### src/rtl/regfile_arb_pkg.sv
// Shared types and constants for the register-file write-port arbiter.
// Requester indices double as the round-robin priority encoding.
package regfile_arb_pkg;

  typedef enum logic {
    ARB_IDLE   = 1'b0,
    ARB_LOCKED = 1'b1
  } arb_state_t;

  localparam int REQ_ALU = 0;
  localparam int REQ_LDM = 1;

  localparam logic PRIO_RST    = 1'b0;
  localparam logic WR_EN_RST   = 1'b0;
  localparam int   WR_ADDR_RST = 0;
  localparam int   WR_DATA_RST = 0;

endpackage

### src/rtl/regfile_write_stage.sv
// Registered write strobe/address/data feeding the register-file instances.
// Address and data hold their last value when no write is accepted.
module regfile_write_stage
  import regfile_arb_pkg::*;
#(
  parameter int DATA_SIZE = 32,
  parameter int ADDR_SIZE = 4
) (
  input  logic                 clk,
  input  logic                 rst,
  input  logic                 load,
  input  logic [ADDR_SIZE-1:0] addr,
  input  logic [DATA_SIZE-1:0] data,
  output logic                 wr_en,
  output logic [ADDR_SIZE-1:0] wr_addr,
  output logic [DATA_SIZE-1:0] wr_data
);

  // NOTE: registers use non-blocking assignments so every flop samples pre-edge values.
  always_ff @(posedge clk or posedge rst) begin
    if (rst) begin
      wr_en   <= WR_EN_RST;
      wr_addr <= ADDR_SIZE'(WR_ADDR_RST);
      wr_data <= DATA_SIZE'(WR_DATA_RST);
    end else begin
      wr_en <= load;
      if (load) begin
        wr_addr <= addr;
        wr_data <= data;
      end
    end
  end

endmodule

### src/rtl/regfile_write_arbiter.sv
// Round-robin arbiter sharing the register-file write port between the ALU
// writeback (requester 0) and the load/LDM unit (requester 1, lockable).
module regfile_write_arbiter
  import regfile_arb_pkg::*;
#(
  parameter int DATA_SIZE = 32,
  parameter int ADDR_SIZE = 4
) (
  input  logic                 CLK,
  input  logic                 RST,
  input  logic                 REQ0_VALID,
  input  logic [ADDR_SIZE-1:0] REQ0_ADDR,
  input  logic [DATA_SIZE-1:0] REQ0_DATA,
  output logic                 REQ0_READY,
  input  logic                 REQ1_VALID,
  input  logic [ADDR_SIZE-1:0] REQ1_ADDR,
  input  logic [DATA_SIZE-1:0] REQ1_DATA,
  input  logic                 REQ1_LOCK,
  output logic                 REQ1_READY,
  output logic                 WR_EN,
  output logic [ADDR_SIZE-1:0] WR_ADDR,
  output logic [DATA_SIZE-1:0] WR_DATA,
  output logic                 LOCKED
);

  arb_state_t state, next_state;
  logic       prio, next_prio;
  logic       xfer;
  logic [ADDR_SIZE-1:0] xfer_addr;
  logic [DATA_SIZE-1:0] xfer_data;

  always_ff @(posedge CLK or posedge RST) begin
    if (RST) begin
      state <= ARB_IDLE;
      prio  <= PRIO_RST;
    end else begin
      state <= next_state;
      prio  <= next_prio;
    end
  end

  // NOTE: every output of this block gets a default first, so no latches are inferred.
  always_comb begin
    next_state = state;
    next_prio  = prio;
    REQ0_READY = 1'b0;
    REQ1_READY = 1'b0;
    unique case (state)
      ARB_IDLE: begin
        REQ0_READY = REQ0_VALID && (!REQ1_VALID || prio == 1'(REQ_ALU));
        REQ1_READY = REQ1_VALID && (!REQ0_VALID || prio == 1'(REQ_LDM));
        if (REQ1_READY) begin
          next_prio = 1'(REQ_ALU);
          if (REQ1_LOCK) next_state = ARB_LOCKED;
        end else if (REQ0_READY) begin
          next_prio = 1'(REQ_LDM);
        end
      end
      ARB_LOCKED: begin
        // The LDM unit owns the port until its closing beat, even across gaps.
        REQ1_READY = REQ1_VALID;
        if (REQ1_VALID && !REQ1_LOCK) begin
          next_state = ARB_IDLE;
          next_prio  = 1'(REQ_ALU);
        end
      end
      default: next_state = ARB_IDLE;
    endcase
  end

  assign xfer      = REQ0_READY || REQ1_READY;
  assign xfer_addr = REQ1_READY ? REQ1_ADDR : REQ0_ADDR;
  assign xfer_data = REQ1_READY ? REQ1_DATA : REQ0_DATA;
  assign LOCKED    = (state == ARB_LOCKED);

  regfile_write_stage #(
    .DATA_SIZE(DATA_SIZE),
    .ADDR_SIZE(ADDR_SIZE)
  ) u_write_stage (
    .clk    (CLK),
    .rst    (RST),
    .load   (xfer),
    .addr   (xfer_addr),
    .data   (xfer_data),
    .wr_en  (WR_EN),
    .wr_addr(WR_ADDR),
    .wr_data(WR_DATA)
  );

endmodule

### config.mk
export PLATFORM = sky130hd
export DESIGN_NAME = regfile_write_arbiter
export DESIGN_NICKNAME = d
export VERILOG_FILES = /design/src/rtl/regfile_arb_pkg.sv /design/src/rtl/regfile_write_stage.sv /design/src/rtl/regfile_write_arbiter.sv
export SDC_FILE = /design/constraint.sdc
export NUM_CORES = 1
export LEC_CHECK = 0
export CAP_MARGIN = 20
export CORE_MARGIN = 2
export CORE_UTILIZATION = 42
export DETAILED_ROUTE_END_ITERATION = 8
export GPL_ROUTABILITY_DRIVEN = 0
export GPL_TIMING_DRIVEN = 1
export PLACE_DENSITY = 0.95
export SYNTH_ARGS = -nofsm -noshare
export SYNTH_HDL_FRONTEND = slang
export SYNTH_HIERARCHICAL = 1
export SYNTH_SLANG_ARGS = --single-unit
### constraint.sdc
create_clock -name CLK -period 3.1 [get_ports CLK]
set_input_delay 0.93 -clock CLK [delete_from_list [all_inputs] [get_ports CLK]]
set_output_delay 0.93 -clock CLK [all_outputs]
set_load 0.05 [all_outputs]
==> results of run 1 <==
==> routing by layer <==
layer	share of wire (%)	routed length, µm	GRT usage, %
met5	0	0	0
met3	7.4	356	4.819
met1	39	1887	21.75
met4	0.96	46	4.167
met2	52	2526	31.47
==> state kept, by name (all words and copies together), names as in the netlist <==
name and flops:
u_write_stage/wr_data 32, prio 1, LOCKED 1, u_write_stage/wr_addr 4
u_write_stage/wr_en 1
==> power by group <==
part,switching [µW],leakage (µW),internal [µW]
clock network,159,0.0000513,236
registers,49.8,0.000454,591
logic,441,0.000960,390
total,650,0.00147,1220
==> critical path, delay by kind of cell <==
kind	cells	cell delay, ns
compound gates	1	0.23
buf+inv	2	0.71
simple gates	1	0.09
==> layout by cell type, fill, tap and decap left out, types with 2 or more instances in the layout <==
master and instances:
a21oi_1 3, mux2_2 42, clkdlybuf4s50_1 114, inv_1 4, mux2_4 30, buf_4 4
buf_12 2, dfrtp_1 39, clkbuf_8 5
==> worst paths after layout <==
check / end / slack (ns) / depth (start not counted)
min in group asynchronous: prio / 0.83 / 2
worst min register to register: u_write_stage/wr_data[10] / 0.51 / 1
worst min-delay path: u_write_stage/wr_data[10] / 0.51 / 1
max in group asynchronous: u_write_stage/wr_data[3] / 1.69 / 3
worst max-delay path: REQ0_READY / 0.22 / 4
worst max register to register: u_write_stage/wr_data[26] / 1.24 / 5
==> kinds of logic after synthesis <==
group / count (synthesis)
buffers and inverters: 11
and+or+nand+nor: 3
DFF: 39
AOI/OAI and AO/OA: 5
muxes: 73
==> stage by stage <==
step / instance area, µm² / setup slack [ns] / cells
final: 3390 / 0.2166 / 318
after global routing: 3390 / 0.1254 / 318
after detailed placement: 3287 / 0.2214 / 311
after CTS: 3390 / 0.2138 / 318
after floorplan: 2095 / 0.4093 / 131
after global placement: 3287 / 0.2351 / 311
==> final cells by class <==
class | instances | share of cell area [%]
Timing Repair Buffer | 120 | 35.73
Multi-Input combinational cell | 81 | 29.53
Sequential cell | 39 | 28.79
Tap cell | 67 | 2.473
Clock buffer | 6 | 2.141
Clock inverter | 1 | 0.8859
Inverter | 4 | 0.4430
==> run metrics, run 1 <==
Initial Utilization=44.05%; reg-to-reg critical path startpoint=LOCKED; Port Buffers=116; net count after synthesis=208; Die Y=74.62 µm; Overflow after GRT=0; overall routing resource usage=17.79%; register area=975.9 µm²; overall power=about 1900 µW; setup_tns=0 ns; max cap viols=0; via-per-instance ratio=about 4.6; xor/xnor share of the synthesized area=0%; HP Start=u_write_stage/wr_data[10]; Slew @ Worst Pin=0.5230 ns; root buffer cell=clkbuf_8; pwr dens=550.6 nW/µm²; Final setup viols=0; Row Count=25; Post-synth EDFFs=0; Starting DRT DRC Count=43; asr flop ratio synth=100.0%; Mapped Cells=131; register clock-pin slew on the reported worst setup and hold paths=0.07 ns; Layout Nets=328; filler cell count in the final layout=350; Synth Area in Adders=0%; CP required=around 2.2 ns; post-CTS setup buffer count=0; Post-CTS Hold Buffers=0; critical path endpoint category=output port; largest family of logic cells by synthesized area=multiplexers; initial antenna violation count=0; final hold violations=0; # diodes=0; complex-gate fraction of the synthesized area=1.852%; Longest Clk Path Bufs=2; Seq cells post-synth=39; largest area contributor in the netlist=dfrtp_1; Worst path slowest cell=clkdlybuf4s50_1; Yosys Warn Count=6; Final Util=71.29%; die width=roughly 75 µm; crit share post-route=roughly 93%; relative slew slack=65.02%; HP Class=reg2reg; DPL Wire Length=~3700 µm; Clock Sinks=39; clk_lat worst skew=0.28 ns; Placeable Area=around 4800 µm²; clk_skew=0.004097 ns; first-pass GRT wire length=between 7000 and 8000 µm; vias in the first global route=~1500; multi-input logic area=1001 µm²; Arrival @ worst endpoint=1.95 ns; final hold slack=0.5059 ns; Critical path origin=REQ0_VALID; share of the synthesized area in the top cell type=a little under half; Synth Flop Type=dfrtp_1; TritonCTS Buffers=5; crit path time final=2.883 ns; status=finished, final reports clean; TritonCTS clock tree=yes; Mapped Area=2095 µm²; syn_area_per_cell=15.99 µm²; layout cells sized above 1=34.66%; post-CTS sizing=0; Simple-Gate Fraction of Synth Area=1.254%; Detail Route Antenna Nets=0; pin count of the biggest net entering global routing=38; most numerous cell in the Yosys netlist=mux2_2; Worst Path Max Fanout=4; CP max stage delay=0.53 ns; crit-path cells=clkdlybuf4s50_1 > nand2b_4 > a21oi_1 > buf_12; die area=between 5000 and 6000 µm²; critical path class=in2out; startpoint types=input pin; max frequency=between 0.3 and 0.4 GHz; routed len/inst=15.14 µm; H-tree depth=2; RSZ-0062 raised after global routing=no; post-synth cell types=12; Slew Viols, Final=0; Seq/Total Area, Yosys=between 40% and 50%; Routed WL=4816 µm; multiplexer area fraction after synthesis=44.56%; drc violations=0; synth cell count leaders=mux2_2 (42), dfrtp_1 (39), mux2_4 (30); Top-Level Pins=around 120; DR vias=roughly 1500; top cells by area, synth=dfrtp_1 (47%), mux2_2 (23%), mux2_4 (22%); TritonRoute pass-1 iters=3; Leak Pwr=around 0.0015 µW; peak supply drop=329.4 µV; Layout Area Growth over Synthesis=61.83%
No activity file was read; power rests on OpenSTA's default activity.
==> run 2, diff against run 1 <==
--- a/config.mk
+++ b/config.mk
@@ -8,9 +8,10 @@
 export CAP_MARGIN = 20
 export CORE_MARGIN = 2
 export CORE_UTILIZATION = 42
+export CTS_BUF_LIST = sky130_fd_sc_hd__clkbuf_8 sky130_fd_sc_hd__clkbuf_16
 export DETAILED_ROUTE_END_ITERATION = 8
 export GPL_ROUTABILITY_DRIVEN = 0
-export GPL_TIMING_DRIVEN = 1
+export GPL_TIMING_DRIVEN = 0
 export PLACE_DENSITY = 0.95
 export SYNTH_ARGS = -nofsm -noshare
 export SYNTH_HDL_FRONTEND = slang
==> constraint.sdc (replaced) <==
create_clock -name CLK -period 3.1 [get_ports CLK]
set_input_delay 0.93 -clock CLK [delete_from_list [all_inputs] [get_ports CLK]]
set_output_delay 0.93 -clock CLK [all_outputs]
set_load 0.02 [all_outputs]
==> run metrics, run 2 (same netlist as run 1, synthesis figures left out) <==
status=finished, final reports clean (unchanged); CP required=2.17 ns (about the same); first-pass GRT wire length=7631 µm (was 7403 µm); most frequent cells in the layout=clkdlybuf4s50_1 (112), mux2_2 (42), dfrtp_1 (39) (was clkdlybuf4s50_1 (114), mux2_2 (42), dfrtp_1 (39)); Most common cell on crit path=dlygate4sd2_1; Slew @ Worst Pin=0.6422 ns (was 0.5230 ns); placed instance area=3367 µm² (was 3287 µm²); Layout Nets=333 (was 328); Worst Path Max Fanout=10 (was 4); Die Y=74.62 µm (unchanged); register clock-pin slew on the reported worst setup and hold paths=0.07 ns (about the same); TritonRoute pass-1 iters=4 (was 3); root buffer cell=clkbuf_8 (unchanged); die width=74.62 µm (unchanged); Leak Pwr=0.001521 µW (was 0.001465 µW); Global Route met2 Usage=33.82% (was 31.47%); Slew Viols, Final=0 (unchanged); startpoint types=input pin (unchanged); clk_skew=0.002526 ns (was 0.004097 ns); Top reg by flops=u_write_stage/wr_data (unchanged); H-tree depth=2 (unchanged); max cap viols=0 (unchanged); pwr dens=466.1 nW/µm² (was 550.6 nW/µm²); Placeable Area=4755 µm² (unchanged); vias in the first global route=1586 (was 1539); met3 usage=4.819% (unchanged); RSZ-0062 raised after global routing=no (unchanged); via-per-instance ratio=4.707 (was 4.635); crit share post-route=94.17% (was 93.01%); TritonCTS Buffers=5 (unchanged); met1 GRT Util=21.66% (was 21.75%); Layout Area Growth over Synthesis=64.93% (was 61.83%); setup_tns=0 ns (unchanged); Arrival @ worst endpoint=1.99 ns (was 1.95 ns); final setup margin=0.1807 ns (was 0.2166 ns); Top Registers=u_write_stage/wr_data (32), u_write_stage/wr_addr (4) (unchanged); overall routing resource usage=18.53% (was 17.79%); Largest register FFs=32 (unchanged); Starting DRT DRC Count=49 (was 43); filler cell count in the final layout=358 (was 350); Row Count=25 (unchanged); Overflow after GRT=0 (unchanged); TritonCTS clock tree=yes (unchanged); # diodes=0 (unchanged); max frequency=0.3425 GHz (was 0.3468 GHz); critical path class=in2out (unchanged); relative slew slack=57.14% (was 65.02%); commonest non-fill, non-tap cell in the layout=clkdlybuf4s50_1 (unchanged); crit-path cells=dlygate4sd2_1 > nand2b_4 > o21ai_4 > buf_6 > inv_1 > dlygate4sd2_1 (was clkdlybuf4s50_1 > nand2b_4 > a21oi_1 > buf_12); routed len/inst=15.44 µm (was 15.14 µm); crit path time final=2.919 ns (was 2.883 ns); die area=5568 µm² (unchanged); Longest Clk Path Bufs=2 (unchanged); Routed WL=5004 µm (was 4816 µm); Detail Route Antenna Nets=0 (unchanged); Top-Level Pins=117 (unchanged); critical path endpoint category=output port (unchanged); Top Usage Layer GRT=met2 (unchanged); DR vias=1525 (was 1474); clk_lat worst skew=0.28 ns (about the same); CP max stage delay=0.31 ns (was 0.53 ns); pin count of the biggest net entering global routing=25 (was 38); Inst Count DP=315 (was 311); Port Buffers=116 (unchanged); Clock Sinks=39 (unchanged); peak supply drop=387.7 µV (was 329.4 µV); Initial Utilization=44.05% (unchanged); final hold violations=0 (unchanged); worst slack at placement=-0.5938 ns (was 0.2214 ns); reg-to-reg critical path startpoint=LOCKED (unchanged); final instance area=3455 µm² (was 3390 µm²); DPL Wire Length=3971 µm (was 3690 µm); HP Class=reg2reg (unchanged); non-filler instance count after layout=324 (was 318); initial antenna violation count=0 (unchanged); Final setup viols=0 (unchanged); Worst path slowest cell=dlygate4sd2_1 (was clkdlybuf4s50_1); layout cells sized above 1=34.63% (was 34.66%); drc violations=0 (unchanged); HP Start=u_write_stage/wr_data[11] (was u_write_stage/wr_data[10]); Critical path origin=REQ0_VALID (unchanged)
## run 2: changes by cell type in the layout (fill, tap and decap cells not counted), sizes merged
cell and change:
clkdlybuf4s50 -2, clkinv +1, bufinv -1, inv +2
dlymetal6s2s +1, dlygate4sd2 +3, buf +3, clkbuf -1
## run 2: report_power, final
part	internal [µW]	leakage (µW)	switching [µW]
Clock	151	0.0000505	163
Sequential	591	0.000454	49.3
Combinational	404	0.00102	251
## run 2: final timing paths
kind / end / slack (ns) / cells after the start
worst max-delay path: REQ1_READY / 0.18 / 6
worst max register to register: u_write_stage/wr_data[14] / 1.19 / 6
worst min-delay path: u_write_stage/wr_data[11] / 0.51 / 1
worst min register to register: u_write_stage/wr_data[11] / 0.51 / 1
min in group asynchronous: LOCKED / 0.84 / 2
max in group asynchronous: u_write_stage/wr_data[28] / 1.49 / 3
## run 2: routing by layer
metal  routed length, µm  vias up
met5                   0        -
met2                2657       61
met4                  29        0
li1                    -      718
met3                 404        4
met1                1912      742
## run 2: timing repair
action	CTS	global route
hold endpoints to repair	0	0
buffers inserted	1	0
gates resized for setup	3	1
pin swaps	1	0
hold buffers	0	0
endpoints found under the setup margin	2	1
## run 2: area by class of cell
class	instances	area [µm²]	area share, %
multi-input cells	81	998.5	28.90
inverters	4	15.01	0.4346
clock inverters	3	12.51	0.3622
well taps	67	83.83	2.427
flip-flops and latches	39	975.9	28.25
plain buffers	7	105.1	3.042
clock buffers	5	68.82	1.992
repair buffers	118	1195	34.59
## run 2: through the flow
| stage | hold WS, ns | utilization, % | power, µW |
|---|---|---|---|
| finish | 0.5113 | 72.66 | 1610 |
| global route | 0.5279 | 72.66 | 1689 |
| CTS | 0.5124 | 72.61 | 1630 |
| detailed placement | 0.4921 | 70.82 | 1312 |
| global placement | 0.4897 | 70.24 | 1290 |
| floorplan | 0.5395 | - | 995.5 |
## run 2: worst max-delay path: cells and delay by family
family | cells | cell delay (ns)
buffers and inverters | 4 | 0.79
AOI/OAI and AO/OA | 1 | 0.18
and+or+nand+nor | 1 | 0.09
